==> config.mk <==
export PLATFORM = sky130hd
export DESIGN_NAME = timer_scheduler
export DESIGN_NICKNAME = d
export VERILOG_FILES = /design/src/rtl/timer_scheduler.sv
export SDC_FILE = /design/constraint.sdc
export NUM_CORES = 1
export LEC_CHECK = 0
export CORE_MARGIN = 1
export CORE_UTILIZATION = 30
export DETAILED_ROUTE_END_ITERATION = 12
export GPL_TIMING_DRIVEN = 1
export MAX_ROUTING_LAYER = met4
export PLACE_DENSITY = 0.69
export SYNTH_ARGS = -nofsm -noshare
export SYNTH_HDL_FRONTEND = slang
export SYNTH_SLANG_ARGS = --single-unit
==> constraint.sdc <==
create_clock -name clock -period 3.2 [get_ports clock]
set_input_delay 0.48 -clock clock [delete_from_list [all_inputs] [get_ports clock]]
set_output_delay 0.48 -clock clock [all_outputs]
set_load 0.1 [all_outputs]
==> src/rtl/timer_scheduler.sv <==
// rtl/timer_scheduler.sv - round-robin sharing of one down-counting timer among CHANNELS requesters
// All outputs are registered from the next state so the timer sees enable low only while WAIT is held.
module timer_scheduler #(
  parameter int CHANNELS = 4,
  parameter int BITS     = 32
) (
  input  logic                     clock,
  input  logic                     reset,
  input  logic [CHANNELS-1:0]      req,
  input  logic [CHANNELS*BITS-1:0] timeout,
  output logic [CHANNELS-1:0]      grant,
  output logic [CHANNELS-1:0]      done,
  output logic                     busy,
  output logic [BITS-1:0]          tmr_timeout,
  output logic                     tmr_enable,
  input  logic                     tmr_flag
);
  localparam int IW = (CHANNELS > 1) ? $clog2(CHANNELS) : 1;
  localparam logic [IW:0]   CH_W = (IW+1)'(CHANNELS);
  localparam logic [IW-1:0] LAST = IW'(CHANNELS - 1);

  typedef enum logic [1:0] {IDLE, LOAD, WAIT, DONE} state_t;

  state_t                state, state_n;
  logic [IW-1:0]         owner, owner_n, rr, rr_n, pick, owner_inc;
  logic                  found;
  logic [BITS-1:0]       tmo_n;
  logic [CHANNELS-1:0]   owner_oh;

  // First requester at or after the rr pointer, wrapping past the last channel.
  always_comb begin : pick_logic
    logic [IW:0] sum;
    found = 1'b0;
    pick  = rr;
    sum   = '0;
    for (int k = 0; k < CHANNELS; k++) begin
      sum = {1'b0, rr} + (IW+1)'(k);
      if (sum >= CH_W) sum = sum - CH_W;
      if (!found && req[sum[IW-1:0]]) begin
        found = 1'b1;
        pick  = sum[IW-1:0];
      end
    end
  end

  assign owner_inc = (owner == LAST) ? '0 : owner + 1'b1;

  always_comb begin
    state_n = state;
    owner_n = owner;
    rr_n    = rr;
    tmo_n   = tmr_timeout;
    case (state)
      IDLE: begin
        if (found) begin
          state_n = LOAD;
          owner_n = pick;
          tmo_n   = timeout[pick*BITS +: BITS];
        end
      end
      LOAD: begin
        if (!req[owner]) begin
          state_n = IDLE;
          rr_n    = owner_inc;
        end else begin
          state_n = WAIT;
        end
      end
      WAIT: begin
        if (!req[owner]) begin
          state_n = IDLE;
          rr_n    = owner_inc;
        end else if (tmr_flag) begin
          state_n = DONE;
        end
      end
      DONE: begin
        state_n = IDLE;
        rr_n    = owner_inc;
      end
      default: state_n = IDLE;
    endcase
  end

  assign owner_oh = CHANNELS'(1) << owner_n;

  always_ff @(posedge clock or posedge reset) begin
    if (reset) begin
      state       <= IDLE;
      owner       <= '0;
      rr          <= '0;
      grant       <= '0;
      done        <= '0;
      busy        <= 1'b0;
      tmr_timeout <= '0;
      tmr_enable  <= 1'b1;
    end else begin
      state       <= state_n;
      owner       <= owner_n;
      rr          <= rr_n;
      tmr_timeout <= tmo_n;
      grant       <= (state_n != IDLE) ? owner_oh : '0;
      done        <= (state_n == DONE) ? owner_oh : '0;
      busy        <= (state_n != IDLE);
      tmr_enable  <= (state_n != WAIT);
    end
  end
endmodule

==> results of run 1 <==
[cells in the final DEF, fill, tap and decap left out, types with 2 or more instances in the layout]
master,n
clkbuf_8,5
nand2_1,5
nor2_1,48
ha_1,6
mux2i_1,32
a2111oi_0,22
inv_6,2
dfrtp_1,47
inv_1,35
mux2_2,2
a2111oi_1,10
o21ai_0,4
buf_4,33
a211oi_1,21
a211oi_2,12
nor2b_1,5
clkdlybuf4s50_1,159
a21oi_1,2
a31oi_1,34
o31a_1,2
[routing by layer]
layer / routed length (µm) / vias up
met5: 0 / -
met4: 146 / 0
met3: 617 / 10
met2: 5232 / 147
met1: 4312 / 1549
li1: - / 1597
[sequential cells by signal, summed over array words and instances, names as in the netlist]
signal / flops
busy: 1
grant: 4
state: 2
tmr_enable: 1
owner: 2
done: 4
tmr_timeout: 32
rr: 2
[critical path, stage by stage]
cell             delay (ps)
clkdlybuf4s50_1         560
nor2b_1                 300
o21bai_4                120
and3_1                  200
buf_4                   200
a2111oi_0               590
a211oi_2                 90
[where the power goes]
group	switching (mW)	internal, mW	total [mW]	leakage (nW)
sequential	0.193	0.898	1.09	0.561
clock	0.222	0.161	0.383	0.0491
combinational	2.96	1.22	4.18	1.51
[final cells by class]
cell class	count	area share (%)
Clock buffer	5	1.337
Clock inverter	3	0.5103
Sequential cell	48	23.35
Multi-Input combinational cell	222	32.76
Tap cell	136	3.305
Timing Repair Buffer	193	36.11
Inverter	36	2.625
[worst paths after layout]
path	start	cells past startpoint	slack (ps)	endpoint
worst max register to register	rr[1]$_DFFE_PP0P_	5	1180	tmr_timeout[6]$_DFFE_PP0P_
max in group asynchronous	reset	3	1930	tmr_timeout[5]$_DFFE_PP0P_
worst min register to register	tmr_timeout[4]$_DFFE_PP0P_	2	560	tmr_timeout[4]$_DFFE_PP0P_
worst max-delay path	req[0]	7	840	tmr_timeout[25]$_DFFE_PP0P_
min in group clock	tmr_timeout[4]$_DFFE_PP0P_	2	560	tmr_timeout[4]$_DFFE_PP0P_
worst min-delay path	reset	2	530	state[0]$_DFF_PP0_
[stage by stage]
stage | setup WS (ps) | instances | hold slack, ps
detailed placement | 534.7 | 635 | 550.5
global placement | 601.6 | 635 | 549.0
floorplan | 1237 | 339 | 528.6
CTS | 845.7 | 643 | 540.0
global route | 709.9 | 643 | 571.8
finish | 838.5 | 643 | 530.0
[cells by family (layout without fill, tap and decap cells)]
group                      Yosys count  count (layout)  share of synthesized area, %
adders and majority gates            6               6                         2.377
buffers and inverters               69             237                         9.826
muxes                               35              35                         11.57
DFF                                 48              48                         38.07
AOI/OAI and AO/OA                  114             114                         28.88
and+or+nand+nor                     67              67                         9.271
==> reports/summary.txt, run 1 <==
CP Capture Type: flop
First-pass GRT wire length: 16440 µm
Overall Global Routing Usage: 19.31%
Count leader, synth: nor2_1
Clock slew at reported path FFs: 100 ps
Synth cell count leaders: nor2_1, dfrtp_1, inv_1
CTS tree: done
ANT cells: 0
Status: complete, no violations
Largest area contributor in the synthesized netlist: dfrtp_1
TNS Setup: 0 ps
Overall die height: 104.6 µm
Period utilisation layout: 73.80%
Ys Warns: 0
1st-pass router iterations: 4
Initial drt markers: 93
Achievable frequency: 423.5 MHz
Worst hold path class: in2async
Initial core utilization: 30.73%
Area contributors post-synth: dfrtp_1, mux2i_1, a31oi_1
Max Clock Skew: 5.375 ps
Multi-input logic area: 1687 µm²
I/O pins: 177
Number of H-tree levels: 2
Crit path time final: 2361 ps
Fin area: 5149 µm²
Final #Nets: 647
Post_cts resized: 0
WP data arrival: 2530 ps
Die ar.: 10940 µm²
Cts hold-fix bufs: 0
Cell count after synthesis: 339
Sequential share of the synthesized area: 38.07%
Startpoint Class: primary input
Standard-cell rows: 37
Pleak: 2.119 nW
Relative slew slack: 32.90%
CP Data Required Time: 3370 ps
Max-capacitance violation count: 0
Util after Layout: 50.10%
Post-DP Area: 5054 µm²
Pins Over Slew Limit: 0
Cell Pwr Density: 1099 nW/µm²
Synth cell types: 36
Clk sink count: 48
GR peak layer: met2
Clock Latency Late Sink: 300 ps
Mapped Nets: 480
Worst-Margin Slew: 1003 ps
Sequential cell area: 1202 µm²
Layout area overhead: 63.03%
Post-DP HPWL: 7815 µm
Mean Syn Cell Area: 9.316 µm²
Syn Std Cell Area: 3158 µm²
Vias in the first global route: 3290
DRC Markers: 0
Synth Register Bits: 48
RSZ-0062 raised after global routing: no
Worst-case clock buffer depth: 2
GRT overflow: 0
Setup bufs post-CTS: 0
Antenna-violating nets left: 0
Pwr Total: 5.658 mW
Largest net degree at the start of global routing: 33
Vias per cell: 5.137
DR WL/cell: 16.03 µm
CORE AREA: 10280 µm²
Initial antenna violation count: 0
Primary FF master, synth: dfrtp_1
M2 GR Usage: 34.15%
Final Setup Violations: 0
Max IR drop VDD: 0.0006700 V
Routing usage on met3: 3.369%
Filler Cell Count: 990
Crit Path Max Fanout: 18
DRT Wirelength: 10310 µm
Synth top area share: 37.24%
WS Path Type: in2reg
Global-route met1 utilization: 22.95%
Die X: 104.6 µm
Post-synth EDFFs: 0
Via count: 3303
Root buffer cell: clkbuf_8
Share of cells above drive strength 1: 12.82%
TritonCTS buffer count: 5
IO Port Bufs: 176
Final Hold Fails: 0
Placer congestion estimate: 0.7806
Fraction of registers with async set/reset: 100.0%
(Power assumes the default switching activity.)
==> inputs of run 2 (changes only) <==
- clock period: 3.2 -> 2.4 ns (I/O delays scaled with it)
==> reports/summary.txt, run 2 (same netlist as run 1, synthesis figures left out) <==
Standard-cell rows: 37 (unchanged)
Worst-Margin Slew: 561.8 ps (was 1003 ps)
Commonest non-fill, non-tap cell in the layout: clkdlybuf4s50_1 (unchanged)
Vias per cell: 5.183 (was 5.137)
Worst hold path class: in2async (unchanged)
RSZ-0062 raised after global routing: no (unchanged)
DRT Wirelength: 10480 µm (was 10310 µm)
Largest registers: tmr_timeout: 32 flops, done: 4 flops, grant: 4 flops (unchanged)
Cts hold-fix bufs: 0 (unchanged)
Post-DP HPWL: 7964 µm (was 7815 µm)
Hold slack: 432.8 ps (was 530.0 ps)
Crit path cell chain: clkdlybuf4s50_1 -> nor2b_1 -> o21ai_4 -> and3_1 -> buf_4 -> a2111oi_0 -> a211oi_2 (was clkdlybuf4s50_1 -> nor2b_1 -> o21bai_4 -> and3_1 -> buf_4 -> a2111oi_0 -> a211oi_2)
Placer congestion estimate: 0.7999 (was 0.7806)
Overall Global Routing Usage: 19.48% (was 19.31%)
DRC Markers: 0 (unchanged)
Setup bufs post-CTS: 0 (unchanged)
Clock slew at reported path FFs: 100 ps (about the same)
Crit path time final: 2223 ps
GRT overflow: 0 (unchanged)
CP Capture Type: flop (unchanged)
WP data arrival: 2400 ps (was 2530 ps)
DR WL/cell: 16.10 µm (was 16.03 µm)
Clk sink count: 48 (unchanged)
Max Clock Skew: 10.11 ps (was 5.375 ps)
Worst Slack Setup Final: 177.4 ps (was 838.5 ps)
Startpoint Class: primary input (unchanged)
Max-capacitance violation count: 0 (unchanged)
I/O pins: 177 (unchanged)
CORE AREA: 10280 µm² (unchanged)
WS Path Type: in2reg (unchanged)
Worst-case clock buffer depth: 2 (unchanged)
Dpl ws: -143.1 ps (was 534.7 ps)
Final Hold Fails: 0 (unchanged)
Relative slew slack: 61.58% (was 32.90%)
CP Data Required Time: 2570 ps (was 3370 ps)
Initial core utilization: 30.73% (unchanged)
Status: complete, no violations (unchanged)
Crit path max-delay family: compound AO/OA/AOI/OAI gates (unchanged)
Antenna-violating nets left: 0 (unchanged)
Critical-path top delay cell: a2111oi_0 (unchanged)
Max reg flops: 32 (unchanged)
IO Port Bufs: 176 (unchanged)
Achievable frequency: 449.9 MHz
ANT cells: 0 (unchanged)
Clock Latency Late Sink: 310 ps (was 300 ps)
Initial drt markers: 177 (was 93)
Overall die height: 104.6 µm (unchanged)
TritonCTS buffer count: 5 (unchanged)
Buf/Inv on CP: 2 (unchanged)
Initial antenna violation count: 0 (unchanged)
Vias in the first global route: 3434 (was 3290)
1st-pass router iterations: 5 (was 4)
Largest stage delay on the critical path: 580 ps (was 590 ps)
Crit Path Max Fanout: 17 (was 18)
Final #Nets: 655 (was 647)
First-pass GRT wire length: 16440 µm (unchanged)
Layout area overhead: 66.40% (was 63.03%)
Number of H-tree levels: 2 (unchanged)
Cell Pwr Density: 1499 nW/µm² (was 1099 nW/µm²)
Period utilisation layout: 92.61%
Die ar.: 10940 µm² (unchanged)
Largest net degree at the start of global routing: 29 (was 33)
Max IR drop VDD: 0.0009290 V (was 0.0006700 V)
Pwr Total: 7.876 mW (was 5.658 mW)
Pins Over Slew Limit: 0 (unchanged)
Root buffer cell: clkbuf_8 (unchanged)
CTS tree: done (unchanged)
Pleak: 2.225 nW (was 2.119 nW)
Largest reg by FF count: tmr_timeout (unchanged)
Most frequent cells in the layout: clkdlybuf4s50_1, buf_4, nor2_1, dfrtp_1, inv_1 (was clkdlybuf4s50_1, nor2_1, dfrtp_1, inv_1, a31oi_1)
Die X: 104.6 µm (unchanged)
Post_cts resized: 0 (unchanged)
Share of cells above drive strength 1: 19.03% (was 12.82%)
Via count: 3374 (was 3303)
Final Setup Violations: 0 (unchanged)
==> run 2: cell types whose count changed in the layout (fill, tap and decap cells not counted) <==
cell and change:
buf_4 +26, clkdlybuf4s50_1 -25, bufinv_16 +1, buf_12 +7, inv_6 -2, clkinv_4 +1
==> run 2: routing by layer <==
metal / part of all wire [%] / track usage, % / routed length, µm / vias to the layer above
met2: 51 / 34.15 / 5315 / 158
li1: - / - / - / 1605
met3: 7.6 / 3.681 / 799 / 20
met1: 40 / 22.35 / 4180 / 1591
met5: 0 / - / 0 / -
met4: 1.8 / 6.439 / 189 / 0
==> run 2: per-stage QoR <==
| stage | std cells | setup TNS, ps | util [%] | area, µm² |
|---|---|---|---|---|
| after floorplan | 339 | 0 | - | 3158 |
| after detailed placement | 643 | -1164 | 50.00 | 5139 |
| after global placement | 643 | 0 | 50.00 | 5139 |
| after CTS | 651 | 0 | 51.13 | 5255 |
| after global routing | 651 | 0 | 51.13 | 5255 |
| final | 651 | 0 | 51.13 | 5255 |
==> run 2: final timing paths <==
kind                                            startpoint                          end  slack [ps]  depth (start not counted)
worst min-delay path                                 reset               busy$_DFF_PP0_         430                          2
max in group asynchronous                            reset  tmr_timeout[11]$_DFFE_PP0P_        1280                          3
min in group clock              tmr_timeout[4]$_DFFE_PP0P_   tmr_timeout[4]$_DFFE_PP0P_         560                          2
worst max register to register           rr[0]$_DFFE_PP0P_  tmr_timeout[25]$_DFFE_PP0P_         380                          6
worst max-delay path                                req[2]  tmr_timeout[25]$_DFFE_PP0P_         180                          7
worst min register to register  tmr_timeout[4]$_DFFE_PP0P_   tmr_timeout[4]$_DFFE_PP0P_         560                          2
==> run 2: power breakdown <==
group | leakage (nW) | switching [mW] | internal [mW]
clock | 0.0583 | 0.292 | 0.314
sequential | 0.561 | 0.267 | 1.20
combinational | 1.61 | 4.01 | 1.79
total | 2.23 | 4.57 | 3.31
==> run 2: cell type report <==
type                    count  area (µm²)
flip-flops and latches     48        1202
repair buffers            201        1944
multi-input cells         222        1687
inverters                  36       135.1
fillers                   965        5022
well taps                 136       170.2
clock buffers               5       68.82
clock inverters             3       47.55
